==> config.mk <==
export PLATFORM = sky130hd
export DESIGN_NAME = alu_rr_arbiter_flat
export DESIGN_NICKNAME = d
export VERILOG_FILES = /design/src/rtl/alu_rr_arbiter_if.sv /design/src/rtl/alu_rr_arbiter.sv /design/src/flat_wrapper.sv
export SDC_FILE = /design/constraint.sdc
export NUM_CORES = 1
export LEC_CHECK = 0
export BUFFER_PORTS_ARGS = -buffer_cell sky130_fd_sc_hd__clkbuf_2
export CAP_MARGIN = 20
export CELL_PAD_IN_SITES_DETAIL_PLACEMENT = 0
export CELL_PAD_IN_SITES_GLOBAL_PLACEMENT = 1
export CORE_MARGIN = 5
export CORE_UTILIZATION = 31
export CTS_CLUSTER_SIZE = 14
export DETAILED_ROUTE_END_ITERATION = 7
export PLACE_DENSITY_LB_ADDON = 0.1
export SLEW_MARGIN = 20
export SYNTH_ARGS = -nofsm -noshare
export SYNTH_HDL_FRONTEND = slang
export SYNTH_SLANG_ARGS = --single-unit
==> constraint.sdc <==
create_clock -name clk -period 1.9 [get_ports clk]
set_clock_uncertainty 0.1 [all_clocks]
set_input_delay 0.57 -clock clk [delete_from_list [all_inputs] [get_ports clk]]
set_output_delay 0.57 -clock clk [all_outputs]
set_load 0.02 [all_outputs]
==> src/rtl/alu_rr_arbiter_if.sv <==
`default_nettype none
// ============================================================================
// alu_rr_arbiter_if : request/response and ALU-side signal bundle for
//                     alu_rr_arbiter (slave = arbiter, master = requesters/ALU)
// Revision 1.0
// ============================================================================
interface alu_rr_arbiter_if #(
  parameter int WIDTH = 4,
  parameter int OPW   = 3
);
  logic             req0_valid;
  logic             req0_ready;
  logic [WIDTH-1:0] req0_a;
  logic [WIDTH-1:0] req0_b;
  logic [OPW-1:0]   req0_op;
  logic             rsp0_valid;
  logic             rsp0_ready;
  logic [WIDTH-1:0] rsp0_x;

  logic             req1_valid;
  logic             req1_ready;
  logic [WIDTH-1:0] req1_a;
  logic [WIDTH-1:0] req1_b;
  logic [OPW-1:0]   req1_op;
  logic             rsp1_valid;
  logic             rsp1_ready;
  logic [WIDTH-1:0] rsp1_x;

  logic [WIDTH-1:0] alu_a;
  logic [WIDTH-1:0] alu_b;
  logic [OPW-1:0]   alu_op;
  logic [WIDTH-1:0] alu_x;

  logic             busy;
  logic [7:0]       grant_cnt0;
  logic [7:0]       grant_cnt1;

  modport slave (
    input  req0_valid, req0_a, req0_b, req0_op, rsp0_ready,
    input  req1_valid, req1_a, req1_b, req1_op, rsp1_ready,
    input  alu_x,
    output req0_ready, rsp0_valid, rsp0_x,
    output req1_ready, rsp1_valid, rsp1_x,
    output alu_a, alu_b, alu_op,
    output busy, grant_cnt0, grant_cnt1
  );

  modport master (
    output req0_valid, req0_a, req0_b, req0_op, rsp0_ready,
    output req1_valid, req1_a, req1_b, req1_op, rsp1_ready,
    output alu_x,
    input  req0_ready, rsp0_valid, rsp0_x,
    input  req1_ready, rsp1_valid, rsp1_x,
    input  alu_a, alu_b, alu_op,
    input  busy, grant_cnt0, grant_cnt1
  );
endinterface
`default_nettype wire

==> src/rtl/alu_rr_arbiter.sv <==
`default_nettype none
// ============================================================================
// alu_rr_arbiter : round-robin sharing of one combinational ALU between two
//                  requesters; optional grant counters under ALU_ARB_STATS_EN
// Revision 1.0
// ============================================================================
module alu_rr_arbiter #(
  parameter int WIDTH = 4,
  parameter int OPW   = 3
) (
  input  wire logic       clk,
  input  wire logic       rst_n,
  alu_rr_arbiter_if.slave bus
);
  localparam logic [1:0] S_IDLE = 2'd0;
  localparam logic [1:0] S_EXEC = 2'd1;
  localparam logic [1:0] S_RESP = 2'd2;

  logic [1:0]       state_q, state_d;
  logic             last_grant_q;
  logic             owner_q;
  logic [WIDTH-1:0] a_q, b_q;
  logic [OPW-1:0]   op_q;
  logic [WIDTH-1:0] res0_q, res1_q;

  logic             sel;
  logic             accept;
  logic             rsp_done;

  // Contested cycles go to whoever did not win last time.
  always_comb begin
    sel = ~last_grant_q;
    if (bus.req0_valid && !bus.req1_valid) begin
      sel = 1'b0;
    end else if (bus.req1_valid && !bus.req0_valid) begin
      sel = 1'b1;
    end
  end

  assign accept   = (state_q == S_IDLE) && (bus.req0_valid || bus.req1_valid);
  assign rsp_done = (state_q == S_RESP) && (owner_q ? bus.rsp1_ready : bus.rsp0_ready);

  always_ff @(posedge clk or negedge rst_n) begin
    if (!rst_n) begin
      state_q <= S_IDLE;
    end else begin
      state_q <= state_d;
    end
  end

  always_comb begin
    state_d = state_q;
    case (state_q)
      S_IDLE:  if (accept)   state_d = S_EXEC;
      S_EXEC:                state_d = S_RESP;
      S_RESP:  if (rsp_done) state_d = S_IDLE;
      default:               state_d = S_IDLE;
    endcase
  end

  always_comb begin
    bus.req0_ready = 1'b0;
    bus.req1_ready = 1'b0;
    bus.rsp0_valid = 1'b0;
    bus.rsp1_valid = 1'b0;
    bus.busy       = (state_q != S_IDLE);
    if (state_q == S_IDLE) begin
      bus.req0_ready = bus.req0_valid && !sel;
      bus.req1_ready = bus.req1_valid &&  sel;
    end
    if (state_q == S_RESP) begin
      bus.rsp0_valid = !owner_q;
      bus.rsp1_valid =  owner_q;
    end
  end

  // Per-requester result registers keep each side's last answer visible.
  always_ff @(posedge clk or negedge rst_n) begin
    if (!rst_n) begin
      last_grant_q <= 1'b1;
      owner_q      <= 1'b0;
      a_q          <= '0;
      b_q          <= '0;
      op_q         <= '0;
      res0_q       <= '0;
      res1_q       <= '0;
    end else begin
      if (accept) begin
        owner_q      <= sel;
        last_grant_q <= sel;
        a_q          <= sel ? bus.req1_a  : bus.req0_a;
        b_q          <= sel ? bus.req1_b  : bus.req0_b;
        op_q         <= sel ? bus.req1_op : bus.req0_op;
      end
      if (state_q == S_EXEC) begin
        if (owner_q) begin
          res1_q <= bus.alu_x;
        end else begin
          res0_q <= bus.alu_x;
        end
      end
    end
  end

  assign bus.alu_a  = a_q;
  assign bus.alu_b  = b_q;
  assign bus.alu_op = op_q;
  assign bus.rsp0_x = res0_q;
  assign bus.rsp1_x = res1_q;

`ifdef ALU_ARB_STATS_EN
  logic [7:0] cnt0_q, cnt1_q;

  always_ff @(posedge clk or negedge rst_n) begin
    if (!rst_n) begin
      cnt0_q <= 8'h00;
      cnt1_q <= 8'h00;
    end else if (accept) begin
      if (!sel && (cnt0_q != 8'hFF)) cnt0_q <= cnt0_q + 8'h01;
      if ( sel && (cnt1_q != 8'hFF)) cnt1_q <= cnt1_q + 8'h01;
    end
  end

  assign bus.grant_cnt0 = cnt0_q;
  assign bus.grant_cnt1 = cnt1_q;
`else
  assign bus.grant_cnt0 = 8'h00;
  assign bus.grant_cnt1 = 8'h00;
`endif

endmodule
`default_nettype wire

==> src/flat_wrapper.sv <==
// flat-port wrapper written by rule: the top's interface ports become plain ports
module alu_rr_arbiter_flat 
#(
  parameter int WIDTH = 4,
  parameter int OPW   = 3
)
  (clk, rst_n, bus_req0_valid, bus_req0_a, bus_req0_b, bus_req0_op, bus_rsp0_ready, bus_req1_valid, bus_req1_a, bus_req1_b, bus_req1_op, bus_rsp1_ready, bus_alu_x, bus_req0_ready, bus_rsp0_valid, bus_rsp0_x, bus_req1_ready, bus_rsp1_valid, bus_rsp1_x, bus_alu_a, bus_alu_b, bus_alu_op, bus_busy, bus_grant_cnt0, bus_grant_cnt1);
  alu_rr_arbiter_if #(.WIDTH(WIDTH), .OPW(OPW)) bus_i ();
  input  wire logic clk;
  input  wire logic rst_n;
  input wire logic [$bits(bus_i.req0_valid)-1:0] bus_req0_valid;
  input wire logic [$bits(bus_i.req0_a)-1:0] bus_req0_a;
  input wire logic [$bits(bus_i.req0_b)-1:0] bus_req0_b;
  input wire logic [$bits(bus_i.req0_op)-1:0] bus_req0_op;
  input wire logic [$bits(bus_i.rsp0_ready)-1:0] bus_rsp0_ready;
  input wire logic [$bits(bus_i.req1_valid)-1:0] bus_req1_valid;
  input wire logic [$bits(bus_i.req1_a)-1:0] bus_req1_a;
  input wire logic [$bits(bus_i.req1_b)-1:0] bus_req1_b;
  input wire logic [$bits(bus_i.req1_op)-1:0] bus_req1_op;
  input wire logic [$bits(bus_i.rsp1_ready)-1:0] bus_rsp1_ready;
  input wire logic [$bits(bus_i.alu_x)-1:0] bus_alu_x;
  output wire logic [$bits(bus_i.req0_ready)-1:0] bus_req0_ready;
  output wire logic [$bits(bus_i.rsp0_valid)-1:0] bus_rsp0_valid;
  output wire logic [$bits(bus_i.rsp0_x)-1:0] bus_rsp0_x;
  output wire logic [$bits(bus_i.req1_ready)-1:0] bus_req1_ready;
  output wire logic [$bits(bus_i.rsp1_valid)-1:0] bus_rsp1_valid;
  output wire logic [$bits(bus_i.rsp1_x)-1:0] bus_rsp1_x;
  output wire logic [$bits(bus_i.alu_a)-1:0] bus_alu_a;
  output wire logic [$bits(bus_i.alu_b)-1:0] bus_alu_b;
  output wire logic [$bits(bus_i.alu_op)-1:0] bus_alu_op;
  output wire logic [$bits(bus_i.busy)-1:0] bus_busy;
  output wire logic [$bits(bus_i.grant_cnt0)-1:0] bus_grant_cnt0;
  output wire logic [$bits(bus_i.grant_cnt1)-1:0] bus_grant_cnt1;
  assign bus_i.req0_valid = bus_req0_valid;
  assign bus_i.req0_a = bus_req0_a;
  assign bus_i.req0_b = bus_req0_b;
  assign bus_i.req0_op = bus_req0_op;
  assign bus_i.rsp0_ready = bus_rsp0_ready;
  assign bus_i.req1_valid = bus_req1_valid;
  assign bus_i.req1_a = bus_req1_a;
  assign bus_i.req1_b = bus_req1_b;
  assign bus_i.req1_op = bus_req1_op;
  assign bus_i.rsp1_ready = bus_rsp1_ready;
  assign bus_i.alu_x = bus_alu_x;
  assign bus_req0_ready = bus_i.req0_ready;
  assign bus_rsp0_valid = bus_i.rsp0_valid;
  assign bus_rsp0_x = bus_i.rsp0_x;
  assign bus_req1_ready = bus_i.req1_ready;
  assign bus_rsp1_valid = bus_i.rsp1_valid;
  assign bus_rsp1_x = bus_i.rsp1_x;
  assign bus_alu_a = bus_i.alu_a;
  assign bus_alu_b = bus_i.alu_b;
  assign bus_alu_op = bus_i.alu_op;
  assign bus_busy = bus_i.busy;
  assign bus_grant_cnt0 = bus_i.grant_cnt0;
  assign bus_grant_cnt1 = bus_i.grant_cnt1;
  alu_rr_arbiter #(.WIDTH(WIDTH), .OPW(OPW)) u_core (.clk(clk), .rst_n(rst_n), .bus(bus_i));
endmodule
* Yosys cells after proc, flatten, opt, wreduce, memory -nomap -nowiden
Index checks and enable logic that the tools add are counted.
** Storage, ports and cells
- Memory bits (read-only) :: 0
- Flip-flop bits (word level) :: 23
- Output and inout port bits :: 40
- Memories :: 0
- RAM bits :: 0
- Logic and storage cells :: 43
- Bits in latches :: 0
** Cells by class
- Magnitude comparators :: 0
- Div/mod/pow operators :: 0
- $mul :: 0
- Equality and inequality tests :: 4
- Reduce and logical (&&, ||, !) cells :: 16
- $add $sub $neg :: 0
- Shift operators :: 0
- Muxes and demuxes :: 13
- Bitwise logic cells :: 2
** Operators by type and width (number)
- $mux 4 :: 2
- $mux 1 :: 7
- $logic_and 1x1->1 :: 6
- $pmux 2 s3 :: 1
- $reduce_and 2->1 :: 3
- $logic_not 1->1 :: 4
- $mux 2 :: 2
- $ne 2x1->1 const B :: 2
- $mux 3 :: 1
- $eq 2x1->1 const B :: 1
- $eq 2x2->1 const B :: 1
- $logic_not 2->1 :: 1
- $not 1->1 :: 2
- $reduce_bool 2->1 :: 1
- $logic_or 1x1->1 :: 1

* Depth between registers and ports, before layout
- Depth after elaboration :: 7
- Depth in mapped cells :: 4

* Least setup slack after synthesis
No wires, ideal clock.
- Path type :: input to output
- From :: in bus_req1_valid
- To :: out bus_req1_ready
- Arrival time :: 1.295 ns
- Buffers on the path :: 0
- Data required time :: 1.230 ns
- Path slack :: -0.065 ns
- Stages :: 2
- Cells stage by stage :: a21bo_2 nor3_1
** On the way
- Longest elaborated chain between the ends :: 5
- Elaborated cells between the ends (all ways) :: 7
- Those cells by class :: mux (3); reduce/logical (4)
** RTL lines
- start, declared :: RTL line flat_wrapper.sv:16 : input wire logic [$bits(bus_i.req1_valid)-1:0] bus_req1_valid;
- $logic_and 1x1->1 or $logic_not 1->1 (tied branches) :: RTL line alu_rr_arbiter.sv:35, alu_rr_arbiter.sv:33
- $mux 1 or $logic_and 1x1->1 (tied branches) :: RTL line alu_rr_arbiter.sv:35, alu_rr_arbiter.sv:33
- $mux 1 :: RTL line alu_rr_arbiter.sv:33 : if (bus.req0_valid && !bus.req1_valid) begin
- $logic_and 1x1->1 (*) :: RTL line alu_rr_arbiter.sv:69 : bus.req1_ready = bus.req1_valid && sel;
- $mux 1 (*) :: RTL line alu_rr_arbiter.sv:67 : if (state_q == S_IDLE) begin
- end, declared :: RTL line flat_wrapper.sv:25 : output wire logic [$bits(bus_i.req1_ready)-1:0] bus_req1_ready;
Mark *: on every way between the ends. The rest lies on a longest branch, timed or not.

* Final worst setup path
- From :: reg u_core.state_q[0]
- To :: out bus_req0_ready
** On the way
- Longest elaborated chain between the ends :: 2
** RTL lines
- start, declared :: RTL line alu_rr_arbiter.sv:19 : logic [1:0] state_q, state_d;
- start signal, assigned :: RTL line alu_rr_arbiter.sv:47 : state_q <= state_d;
- $logic_not 2->1 :: RTL line alu_rr_arbiter.sv:67
- $mux 1 :: RTL line alu_rr_arbiter.sv:67
- end, declared :: RTL line flat_wrapper.sv:22 : output wire logic [$bits(bus_i.req0_ready)-1:0] bus_req0_ready;
Every way passes these cells.

==> impl_metrics.tcl <==
set metrics [dict create \
    yosys.area.top_type_share_pct 44.2 \
    critPathRequiredTime_ns 1.23 \
    cts-buffers-inserted 3 \
    tightestPinTransition_ns 0.590 \
    crit_arrival_ns 1.20 \
    io_buffers 55 \
    grt_max_degree 24 \
    synth_area_per_cell_um2 10.1 \
    yosys-top-cells-area "dfrtp_1, buf_4, nand3b_1, a31oi_1, a21oi_1" \
    yosysUniqueCellTypes 25 \
    postRouteAntennaNets 0 \
    critical_path.max_stage_delay_ns 0.42 \
    internal-power_mw 1.61 \
    relSlewSlack_pct 60.7 \
    pwr-share-clk_pct 11.0 \
    grtUsageTotal_pct 12.0 \
    die_area_um2 5380 \
    via_per_inst 4.53 \
    cts_num_sinks 23 \
    n_antenna_cell 0 \
    synth_most_common_cell "dfrtp_1" \
    path_cells "nor2_2 > nand2_1 > a21oi_1 > buf_4" \
    placed_cell_area_um2 1530 \
    clockBufferDepth 2 \
    grt_first_pass_wirelength_um 5180 \
    cts-root-buf "clkbuf_8" \
    synth_common_cells "dfrtp_1, buf_4, a21oi_1, a31oi_1, o21ai_0" \
    area_growth_pct 34.7 \
    pre_cts_slack_ns -0.00299 \
    synth_fa_ha_area_share_pct 0 \
    critPathMaxFanout 4 \
    synthXorXnorAreaFrac_pct 0 \
    synth-seq-area-share_pct 46.3 \
    start_util_pct 31.6 \
    fmax_mhz 534 \
    yosys.area.top_type "dfrtp_1" \
    timing.hold.ws_ns 0.192 \
    p_seq_share_pct 32.4 \
    finalSetupTns_ns 0 \
    clock_latency_ns 0.26 \
    setup_slack_ns 0.0281 \
    yosys.area_share.simple_pct 11.5 \
    h-tree-depth 1 \
    grt_overflow 0 \
    r2r_slack_ns 0.26 \
    outcome "completed" \
    ys_ff_latch 23 \
    rsz0062_at_grt "yes" \
    drc 0 \
    pwr-share-comb_pct 56.6 \
    drt-initial-drc-count 25 \
    setup-violations-final 0 \
    startpoint "u_core.state_q[0]$_DFFE_PN0P_" \
    dp_hpwl_um 2390 \
    die_height_um 73.4 \
    total_leakage_power_nw 0.841 \
    r2r_start "u_core.state_q[0]$_DFFE_PN0P_" \
    final_cells 240 \
    hold_viol_final 0 \
    drive_gt1_share_pct 46.3 \
    dp_cells 226 \
    powerDensity_nw_per_um2 1670 \
    switching_share_pct 42.4 \
    async_flop_share_pct 100 \
    clkTransAtPathRegs_ns 0.08 \
    synthCells 123 \
    period_needed_ns 1.87 \
    num_rows 23 \
    antenna_found_initial 0 \
    finalCritPeriodShare_pct 98.5 \
    synth_top_family_by_area "compound AO/OA/AOI/OAI gates" \
    slew_viol_final 0 \
    end_kind "output port" \
    synth-compound-area-share_pct 18.1 \
    synth_edf_count 0 \
    syn-cell-area_um2 1240 \
    cts_tree "built" \
    routedWlPerCell_um 13.6 \
    drt-pass1-iter-count 4 \
    gp_congestion 0.761 \
    crit_end "bus_req0_ready" \
    design_area_um2 1680 \
    hold_class "in -> async" \
    startpoint_type "register" \
    switching_power_mw 1.19 \
    die-width_um 73.4 \
    coreArea_um2 3940 \
    slowest_stage "dfrtp_1" \
    synthMuxAreaShare_pct 9.35 \
    rr_worst_depth 5 \
    ioPinCount 72 \
    grt_pass1_vias 1099 \
    reg2reg_to "u_core.bus.alu_b[3]$_DFFE_PN0P_" \
    ir_drop_uv 583 \
    vias 1086 \
    crit_type "reg -> out" \
    nets 223 \
    ys.flop_type "dfrtp_1" \
    yosysWarnings 0 \
    drt_wl_total_um 3260 \
    maxCapViolCount 0 \
]
## logic make-up (layout without fill, tap and decap cells)
| family | after synthesis | in the layout |
|---|---|---|
| AOI/OAI and AO/OA | 40 | 40 |
| buffers and inverters | 27 | 79 |
| DFF | 23 | 23 |
| and+or+nand+nor | 23 | 23 |
| muxes | 9 | 9 |
| other | 1 | 16 |
## sequential cells by signal (all words and copies together), names as in the netlist
signal and cells:
u_core.state_q 2, u_core.bus.alu_b 4, u_core.bus.alu_a 4, u_core.bus.alu_op 3, u_core.bus.rsp1_x 4, u_core.bus.rsp0_x 4, u_core.owner_q 1, u_core.last_grant_q 1
## cell type report
cell class	instances	area (um^2)
clock buffers	4	45.0
inverters	3	11.3
multi-input cells	88	564
fillers	418	2270
repair buffers	72	417
flip-flops and latches	23	577
well taps	50	62.6
## routing by layer
metal  track usage, %  wire length, um  part of all wire [%]  up-vias
met2             20.3             1550                    48       39
met1             15.2             1420                    44      509
met4             3.02                9                  0.28        0
met3             3.42              280                   8.6        2
met5                0                0                     0        -
li1                 -                -                     -      536
## per-stage QoR
step,util [%],power (mW)
after global routing,42.5,3.01
after CTS,40.7,2.66
after floorplan,-,1.89
after global placement,38.7,2.28
after detailed placement,38.7,2.30
final,42.5,2.80
## placed cells by master, fill, tap and decap left out, drive strengths merged
cell type | synthesis | final
dfstp | 1 | 1
buf | 21 | 22
nand3b | 11 | 11
dfrtp | 22 | 22
a21bo | 1 | 1
a31oi | 12 | 12
a21oi | 13 | 13
or2b | 1 | 1
nand2 | 1 | 1
a21boi | 1 | 1
clkbuf | 3 | 54
nor2 | 5 | 5
conb | 1 | 16
or2 | 2 | 2
o21ai | 12 | 12
a21o | 1 | 1
nor3 | 1 | 1
mux2 | 9 | 9
and2 | 1 | 1
nand2b | 1 | 1
inv | 3 | 3
## power by group through the flow
stage	combinational, mW	clock (mW)	sequential, mW
after floorplan	0.732	0	1.16
after global placement	1.36	0	0.921
after detailed placement	1.37	0	0.924
after CTS	1.43	0.318	0.915
after global routing	1.74	0.337	0.934
final	1.59	0.308	0.907
## critical path: cells and delay by family, from the launching register on
kind	cells	cell delay, ns
flops	1	0.42
simple gates	2	0.24
compound gates	1	0.12
buf+inv	1	0.16
## timing repair
action,CTS,global route
pin swaps,1,2
endpoints found under the setup margin,3,5
hold buffers,0,0
setup buffers,1,9
cloned,0,0
gates resized for setup,7,6
## worst min-delay path by stage
stage,end,depth (start not counted)
finish,u_core.owner_q$_DFFE_PN0P_,1
global route,u_core.bus.rsp0_x[2]$_DFFE_PN0P_,1
CTS,u_core.owner_q$_DFFE_PN0P_,1
detailed placement,u_core.bus.rsp1_x[2]$_DFFE_PN0P_,1
global placement,u_core.bus.rsp0_x[0]$_DFFE_PN0P_,1
floorplan,u_core.bus.alu_a[0]$_DFFE_PN0P_,0
Power figures use the tool's default switching activity.
